===== src/rtl/ram_arbiter_2p.sv =====
// Two-client arbiter in front of a single-port RAM with a registered read output.
// Round-robin by default; define ARB_FIXED_PRIORITY_EN to give client A strict priority.
module ram_arbiter_2p #(
  parameter int unsigned DATA_W = 8,
  parameter int unsigned ADDR_W = 6
) (
  input  logic              clk,
  input  logic              rst_n,
  input  logic              a_req,
  input  logic              a_we,
  input  logic [ADDR_W-1:0] a_addr,
  input  logic [DATA_W-1:0] a_wdata,
  input  logic              b_req,
  input  logic              b_we,
  input  logic [ADDR_W-1:0] b_addr,
  input  logic [DATA_W-1:0] b_wdata,
  output logic              a_gnt,
  output logic              b_gnt,
  output logic              a_rvalid,
  output logic              b_rvalid,
  output logic [DATA_W-1:0] rdata,
  output logic              ram_we,
  output logic [DATA_W-1:0] ram_data,
  output logic [ADDR_W-1:0] ram_write_addr,
  output logic [ADDR_W-1:0] ram_read_addr,
  input  logic [DATA_W-1:0] ram_q
);

  logic              w_elig_a;
  logic              w_elig_b;
  logic              w_win_a;
  logic              w_win_b;
  logic              w_win;
  logic              w_win_we;
  logic [ADDR_W-1:0] w_win_addr;
  logic [DATA_W-1:0] w_win_wdata;
  logic              r_a_rd;
  logic              r_b_rd;

  // A client whose grant is showing this cycle sits out one edge.
  assign w_elig_a = a_req & ~a_gnt;
  assign w_elig_b = b_req & ~b_gnt;

`ifdef ARB_FIXED_PRIORITY_EN
  always_comb begin
    w_win_a = w_elig_a;
    w_win_b = w_elig_b & ~w_elig_a;
  end
`else
  typedef enum logic {
    LAST_A = 1'b0,
    LAST_B = 1'b1
  } last_t;

  last_t r_last;
  last_t w_last_nxt;

  always_ff @(posedge clk or negedge rst_n) begin
    if (!rst_n) begin
      r_last <= LAST_B;
    end else begin
      r_last <= w_last_nxt;
    end
  end

  always_comb begin
    w_last_nxt = r_last;
    if (w_win_a) begin
      w_last_nxt = LAST_A;
    end else if (w_win_b) begin
      w_last_nxt = LAST_B;
    end
  end

  always_comb begin
    w_win_a = 1'b0;
    w_win_b = 1'b0;
    if (w_elig_a && w_elig_b) begin
      w_win_a = (r_last == LAST_B);
      w_win_b = (r_last == LAST_A);
    end else begin
      w_win_a = w_elig_a;
      w_win_b = w_elig_b;
    end
  end
`endif

  always_comb begin
    w_win       = w_win_a | w_win_b;
    w_win_we    = w_win_b ? b_we    : a_we;
    w_win_addr  = w_win_b ? b_addr  : a_addr;
    w_win_wdata = w_win_b ? b_wdata : a_wdata;
  end

  // Read responses ride a two-stage pipe aligned with the RAM's registered output.
  always_ff @(posedge clk or negedge rst_n) begin
    if (!rst_n) begin
      a_gnt          <= 1'b0;
      b_gnt          <= 1'b0;
      r_a_rd         <= 1'b0;
      r_b_rd         <= 1'b0;
      a_rvalid       <= 1'b0;
      b_rvalid       <= 1'b0;
      ram_we         <= 1'b0;
      ram_data       <= '0;
      ram_write_addr <= '0;
      ram_read_addr  <= '0;
    end else begin
      a_gnt    <= w_win_a;
      b_gnt    <= w_win_b;
      r_a_rd   <= w_win_a & ~a_we;
      r_b_rd   <= w_win_b & ~b_we;
      a_rvalid <= r_a_rd;
      b_rvalid <= r_b_rd;
      ram_we   <= w_win & w_win_we;
      if (w_win && w_win_we) begin
        ram_write_addr <= w_win_addr;
        ram_data       <= w_win_wdata;
      end
      if (w_win && !w_win_we) begin
        ram_read_addr <= w_win_addr;
      end
    end
  end

  assign rdata = (a_rvalid | b_rvalid) ? ram_q : '0;

endmodule

===== config.mk =====
export PLATFORM = sky130hd
export DESIGN_NAME = ram_arbiter_2p
export DESIGN_NICKNAME = d
export VERILOG_FILES = /design/src/rtl/ram_arbiter_2p.sv
export SDC_FILE = /design/constraint.sdc
export NUM_CORES = 1
export LEC_CHECK = 0
export BUFFER_PORTS_ARGS = -buffer_cell sky130_fd_sc_hd__clkbuf_2
export CAP_MARGIN = 20
export CORE_MARGIN = 5
export CORE_UTILIZATION = 40
export CTS_CLUSTER_DIAMETER = 60
export DETAILED_ROUTE_END_ITERATION = 12
export GPL_ROUTABILITY_DRIVEN = 0
export PLACE_DENSITY = 0.75
export SYNTH_ARGS = -nofsm -noshare
export SYNTH_HDL_FRONTEND = slang
export SYNTH_SLANG_ARGS = --single-unit

===== constraint.sdc =====
create_clock -name clk -period 1.55 [get_ports clk]
set_clock_uncertainty 0.15 [all_clocks]
set_input_delay 0.465 -clock clk [delete_from_list [all_inputs] [get_ports clk]]
set_output_delay 0.465 -clock clk [all_outputs]
set_load 0.02 [all_outputs]

**Word-level counts from Yosys, hierarchy flattened**

Index checks and enable logic that the tools add are counted.

- Register bits after elaboration: 28
- Bits in latches: 0
- RAM bits: 0
- Bits in read-only memories: 0
- Input port bits: 42
- Output and inout port bits: 33
- Word-level logic and storage cells: 36
- Memories: 0

- $add $sub $neg: 0
- Multipliers: 0
- Divide/modulo/power cells: 0
- Magnitude comparators: 0
- Equality and inequality tests: 0
- Shifts and indexed selects: 0
- Mux-type cells: 8
- Bitwise logic cells: 12
- Reductions and logical operators: 5

Operators with widths:

| cell | number |
|---|---|
| 8-bit two-way mux | 2 |
| 6-bit two-way mux | 1 |
| 1-bit AND | 5 |
| 1-bit two-way mux | 5 |
| 1-bit NOT | 5 |
| 1-bit logical AND | 3 |
| 1-bit OR | 2 |
| 2-bit nonzero test | 1 |
| 1-bit zero test | 1 |

**Depth between registers and ports, before layout**

- Depth in word-level cells: 7
- Gate-level depth with buffers: 5
- Depth with buffers taken out: 3

**Least setup slack after synthesis**

Ideal clock, no wire load.

- Kind: reg2reg
- Start point: register b_gnt
- End point: register ram_read_addr[2]
- Library setup time: 82 ps
- Arrival time: 1518 ps
- Required time: 1318 ps
- Slack: -200 ps
- Cell stages (with the launch flop): 5
- Buffers on the path: 1
- Clock period less this slack: 1750 ps
- Cells stage by stage: dfrtp_1 or3b_4 buf_6 or3b_1 a31oi_1

- Longest elaborated chain between the ends: 7
- Elaborated cells on any way between the ends: 10
- Classes of those cells: mux: 4; bitwise: 3; reduce/logical: 3

Ends and longest elaborated chain:

| what | line | RTL |
|---|---|---|
| from (decl) | 18 | `output logic b_gnt,` |
| from (signal assigned) | 110 | `b_gnt <= w_win_b;` |
| 1-bit NOT * | 42 | `assign w_elig_b = b_req & ~b_gnt;` |
| 1-bit AND * | 42 |  |
| 1-bit logical AND | 78 | `if (w_elig_a && w_elig_b) begin` |
| 1-bit two-way mux | 78 |  |
| 1-bit two-way mux | 90 | `w_win_we = w_win_b ? b_we : a_we;` |
| 1-bit zero test | 120 | `if (w_win && !w_win_we) begin` |
| 1-bit logical AND | 120 |  |
| to (signal assigned) | 121 | `ram_read_addr <= w_win_addr;` |
| to (decl) | 25 | `output logic [ADDR_W-1:0] ram_read_addr,` |

Every way passes the cells marked *; elsewhere a longest branch is shown, timed or not.
A chain may end at the register's enable or synchronous reset.

**Worst setup path in the final report**

- Start point: register a_rvalid
- End point: output rdata[4]

- Longest elaborated chain between the ends: 2

Ends and longest elaborated chain:

| what | line | RTL |
|---|---|---|
| from (decl) | 19 | `output logic a_rvalid,` |
| from (signal assigned) | 113 | `a_rvalid <= r_a_rd;` |
| 1-bit OR | 126 | `assign rdata = (a_rvalid \| b_rvalid) ? ram_q : '0;` |
| 8-bit two-way mux | 126 |  |
| to (decl) | 21 | `output logic [DATA_W-1:0] rdata,` |

No other way between the ends.

==> impl_metrics.py <==
metrics = {
    "critical_path": {
        "crit_cells": 3,
        "r2r-end": "ram_data[0]$_DFFE_PN0P_",
        "rrSetupSlack_ps": -100,
        "crit_slowest_cell": "dfrtp_1",
        "crit_arrival_ps": 1190,
        "path_delay_family": "flip-flops",
        "cp-end-kind": "output port",
        "slowest_delay_ps": 440,
        "critPathKind": "flip-flop to output port",
        "worstPathCellList": "nor2_4 -> nor2b_1 -> clkbuf_2",
        "worstPathMaxFanout": 8,
        "start_kind": "flip-flop",
        "reg2reg_from": "b_gnt$_DFF_PN0_",
        "r2r_cells": 4,
        "required_ps": 930,
        "critPathBufInv": 1,
    },
    "placed_design": {
        "portBuffers": 74,
        "placed_area_um2": 1980,
        "hpwl_mm": 3.16,
    },
    "synth": {
        "synth_top_area_share_pct": 46.9,
        "ys_types": 23,
        "synthesis.area_um2": 1440,
        "avgSynthCellArea_um2": 9.73,
        "ys_warn_count": 0,
        "yosys.area.top_type": "dfrtp_1",
        "ys_ff_latch": 28,
        "synth_cells": 148,
        "syn_nets": 190,
        "yosysSeqAreaShare_pct": 48.7,
        "synth_top_cells_by_area": "dfrtp_1 (47%), or3b_1 (13%), a31oi_1 (8.7%), nor3_1 (7.0%), o21ai_0 (6.6%)",
    },
    "routing": {
        "wl_per_cell_um": 15.1,
        "ant_nets": 0,
        "drc_errors": 0,
        "first_iter_violations": 84,
        "vias": 1526,
        "dr.pass1.iters": 4,
        "vias_per_cell": 5.32,
        "wirelength_mm": 4.34,
    },
    "layout": {
        "final_cell_mix": "clkbuf_2 (53), dfrtp_1 (25), buf_6 (21), buf_4 (21)",
        "antenna_cells": 0,
        "final_core_util_pct": 66.1,
        "drive_above_1_share_pct": 49.4,
        "syn_to_final_growth_pct": 56.8,
        "nets": 284,
        "layout_commonest_cell": "clkbuf_2",
        "final_area_um2": 2260,
    },
    "floorplan": {
        "core_area_um2": 3420,
        "design.die.area_um2": 4900,
        "die_h_um": 70,
        "row_count": 21,
        "die_w_um": 70,
        "initial_core_util_pct": 42.2,
        "ios": 75,
    },
    "run_status": {
        "status": "finished with violations",
        "violations": "negative setup slack",
    },
    "power_and_ir_drop": {
        "p_total_mw": 2.92,
        "power_density_nw_per_um2": 1290,
        "leakage_nw": 1.07,
        "ir_worst_vdd_v": 0.000704,
    },
    "timing": {
        "layout_min_cycle_time_ps": 1810,
        "hold_ws_ps": 219,
        "worst_pin_slew_ps": 258,
        "fmax_mhz": 553,
        "final_hold_viol_count": 0,
        "slew_headroom_pct": 82.8,
        "finalCritPeriodShare_pct": 117,
        "final-setup-viol-count": 30,
        "rsz0062_at_grt": "true",
        "layout_setup_ws_ps": -257,
        "finalMaxSlewViolations": 0,
        "final.setup.tns_ps": -3410,
    },
    "global_routing": {
        "first_global_vias": 1542,
        "grt_max_degree": 21,
        "grtUsageTotal_pct": 17.7,
        "grt_antenna_before_repair": 0,
        "grt_pass1_wl_mm": 7.27,
        "grt-ovfl-total": 0,
    },
    "hold_path": {
        "min_delay_path_depth": 0,
        "worstHoldEndpoint": "a_rvalid$_DFF_PN0_",
        "hold_class": "flip-flop to flip-flop",
        "min_from": "r_a_rd$_DFF_PN0_",
    },
    "cts": {
        "htreeDepth": 1,
        "cts.clk_slew.worst_paths_ps": 160,
        "cts_root_buf": "clkbuf_4",
        "cts_buffers": 3,
        "cts.sinks": 28,
        "ctsLongestPathBuffers": 2,
        "clock_latency_ps": 330,
        "cts_tree": "done",
    },
    "flow_run": {
        "drv_cap": 0,
    },
}
per-stage QoR:
stage / worst slack [ps] / instances
detailed placement: -243 / 273
global placement: -191 / 273
CTS: -277 / 283
finish: -257 / 287
floorplan: -151 / 148
global route: -343 / 287
metal layers:
metal  vias to the layer above  track usage, %  routed length, um
met2                        69            27.7               2040
li1                        735               -                  -
met4                         0            4.26                 14
met1                       720            24.2               1890
met5                         -               0                  0
met3                         2            5.02                387
where the power goes:
group | switching [mW] | internal (mW) | leakage, nW
logic | 0.704 | 0.643 | 0.709
registers | 0.148 | 0.946 | 0.331
clock network | 0.222 | 0.261 | 0.0279
total | 1.07 | 1.85 | 1.07
cells by family (layout without fill, tap and decap cells):
kind of cell	Yosys count	in the layout	synth area share [%]
buffers and inverters	17	109	5.65
AND/OR/NAND/NOR	61	62	29.1
flip-flops	28	28	48.7
AO/OA/AOI/OAI	42	42	16.5
flip-flops by register name, summed over array words and instances, names as in the netlist:
signal,flops
a_gnt,1
a_rvalid,1
b_gnt,1
b_rvalid,1
r_a_rd,1
r_b_rd,1
r_last,1
ram_data,8
ram_read_addr,6
ram_we,1
ram_write_addr,6
what timing repair did:
| item | in CTS | in global routing |
|---|---|---|
| gates cloned | 2 | 0 |
| hold buffers | 1 | 0 |
| resized for setup | 11 | 57 |
| setup buffers | 3 | 4 |
| pin swaps | 8 | 7 |
| hold endpoints to repair | 7 | 0 |
| setup endpoints to repair | 30 | 45 |
cell usage after synthesis:
cell type / n
a21o_1: 1
a31oi_1: 20
and3b_1: 1
buf_2: 2
buf_4: 2
buf_6: 1
clkbuf_1: 11
dfrtp_1: 27
dfstp_2: 1
inv_2: 1
nand2b_1: 1
nand3b_1: 2
nor2_1: 3
nor2b_1: 8
nor3_1: 20
nor3b_1: 1
nor3b_2: 1
o21ai_0: 19
o21ai_1: 2
or2_0: 1
or2_1: 1
or3b_1: 21
or3b_4: 1
worst max-delay path by stage:
stage,startpoint,endpoint
2_1_floorplan,b_we,ram_read_addr[2]$_DFFE_PN0P_
3_3_place_gp,b_we,ram_read_addr[0]$_DFFE_PN0P_
3_5_place_dp,b_we,ram_read_addr[2]$_DFFE_PN0P_
4_1_cts,b_rvalid$_DFF_PN0_,rdata[4]
5_1_grt,a_rvalid$_DFF_PN0_,rdata[4]
6_report,a_rvalid$_DFF_PN0_,rdata[4]
worst register-to-register path: stages, from the launching register on:
cell	delay, ps
dfrtp_2	460
nand3b_1	270
buf_6	200
or3b_1	350
a31oi_1	150
final cells by class:
| type | instances | area [um2] |
|---|---|---|
| sequential | 28 | 704 |
| tap | 46 | 57.6 |
| inverter | 1 | 3.75 |
| timing repair buffer | 104 | 749 |
| multi-input combinational | 104 | 691 |
| clock buffer | 3 | 22.5 |
| clock inverter | 1 | 30.0 |
| fill | 291 | 1160 |
Note: power is estimated with default switching activity, not from simulation.
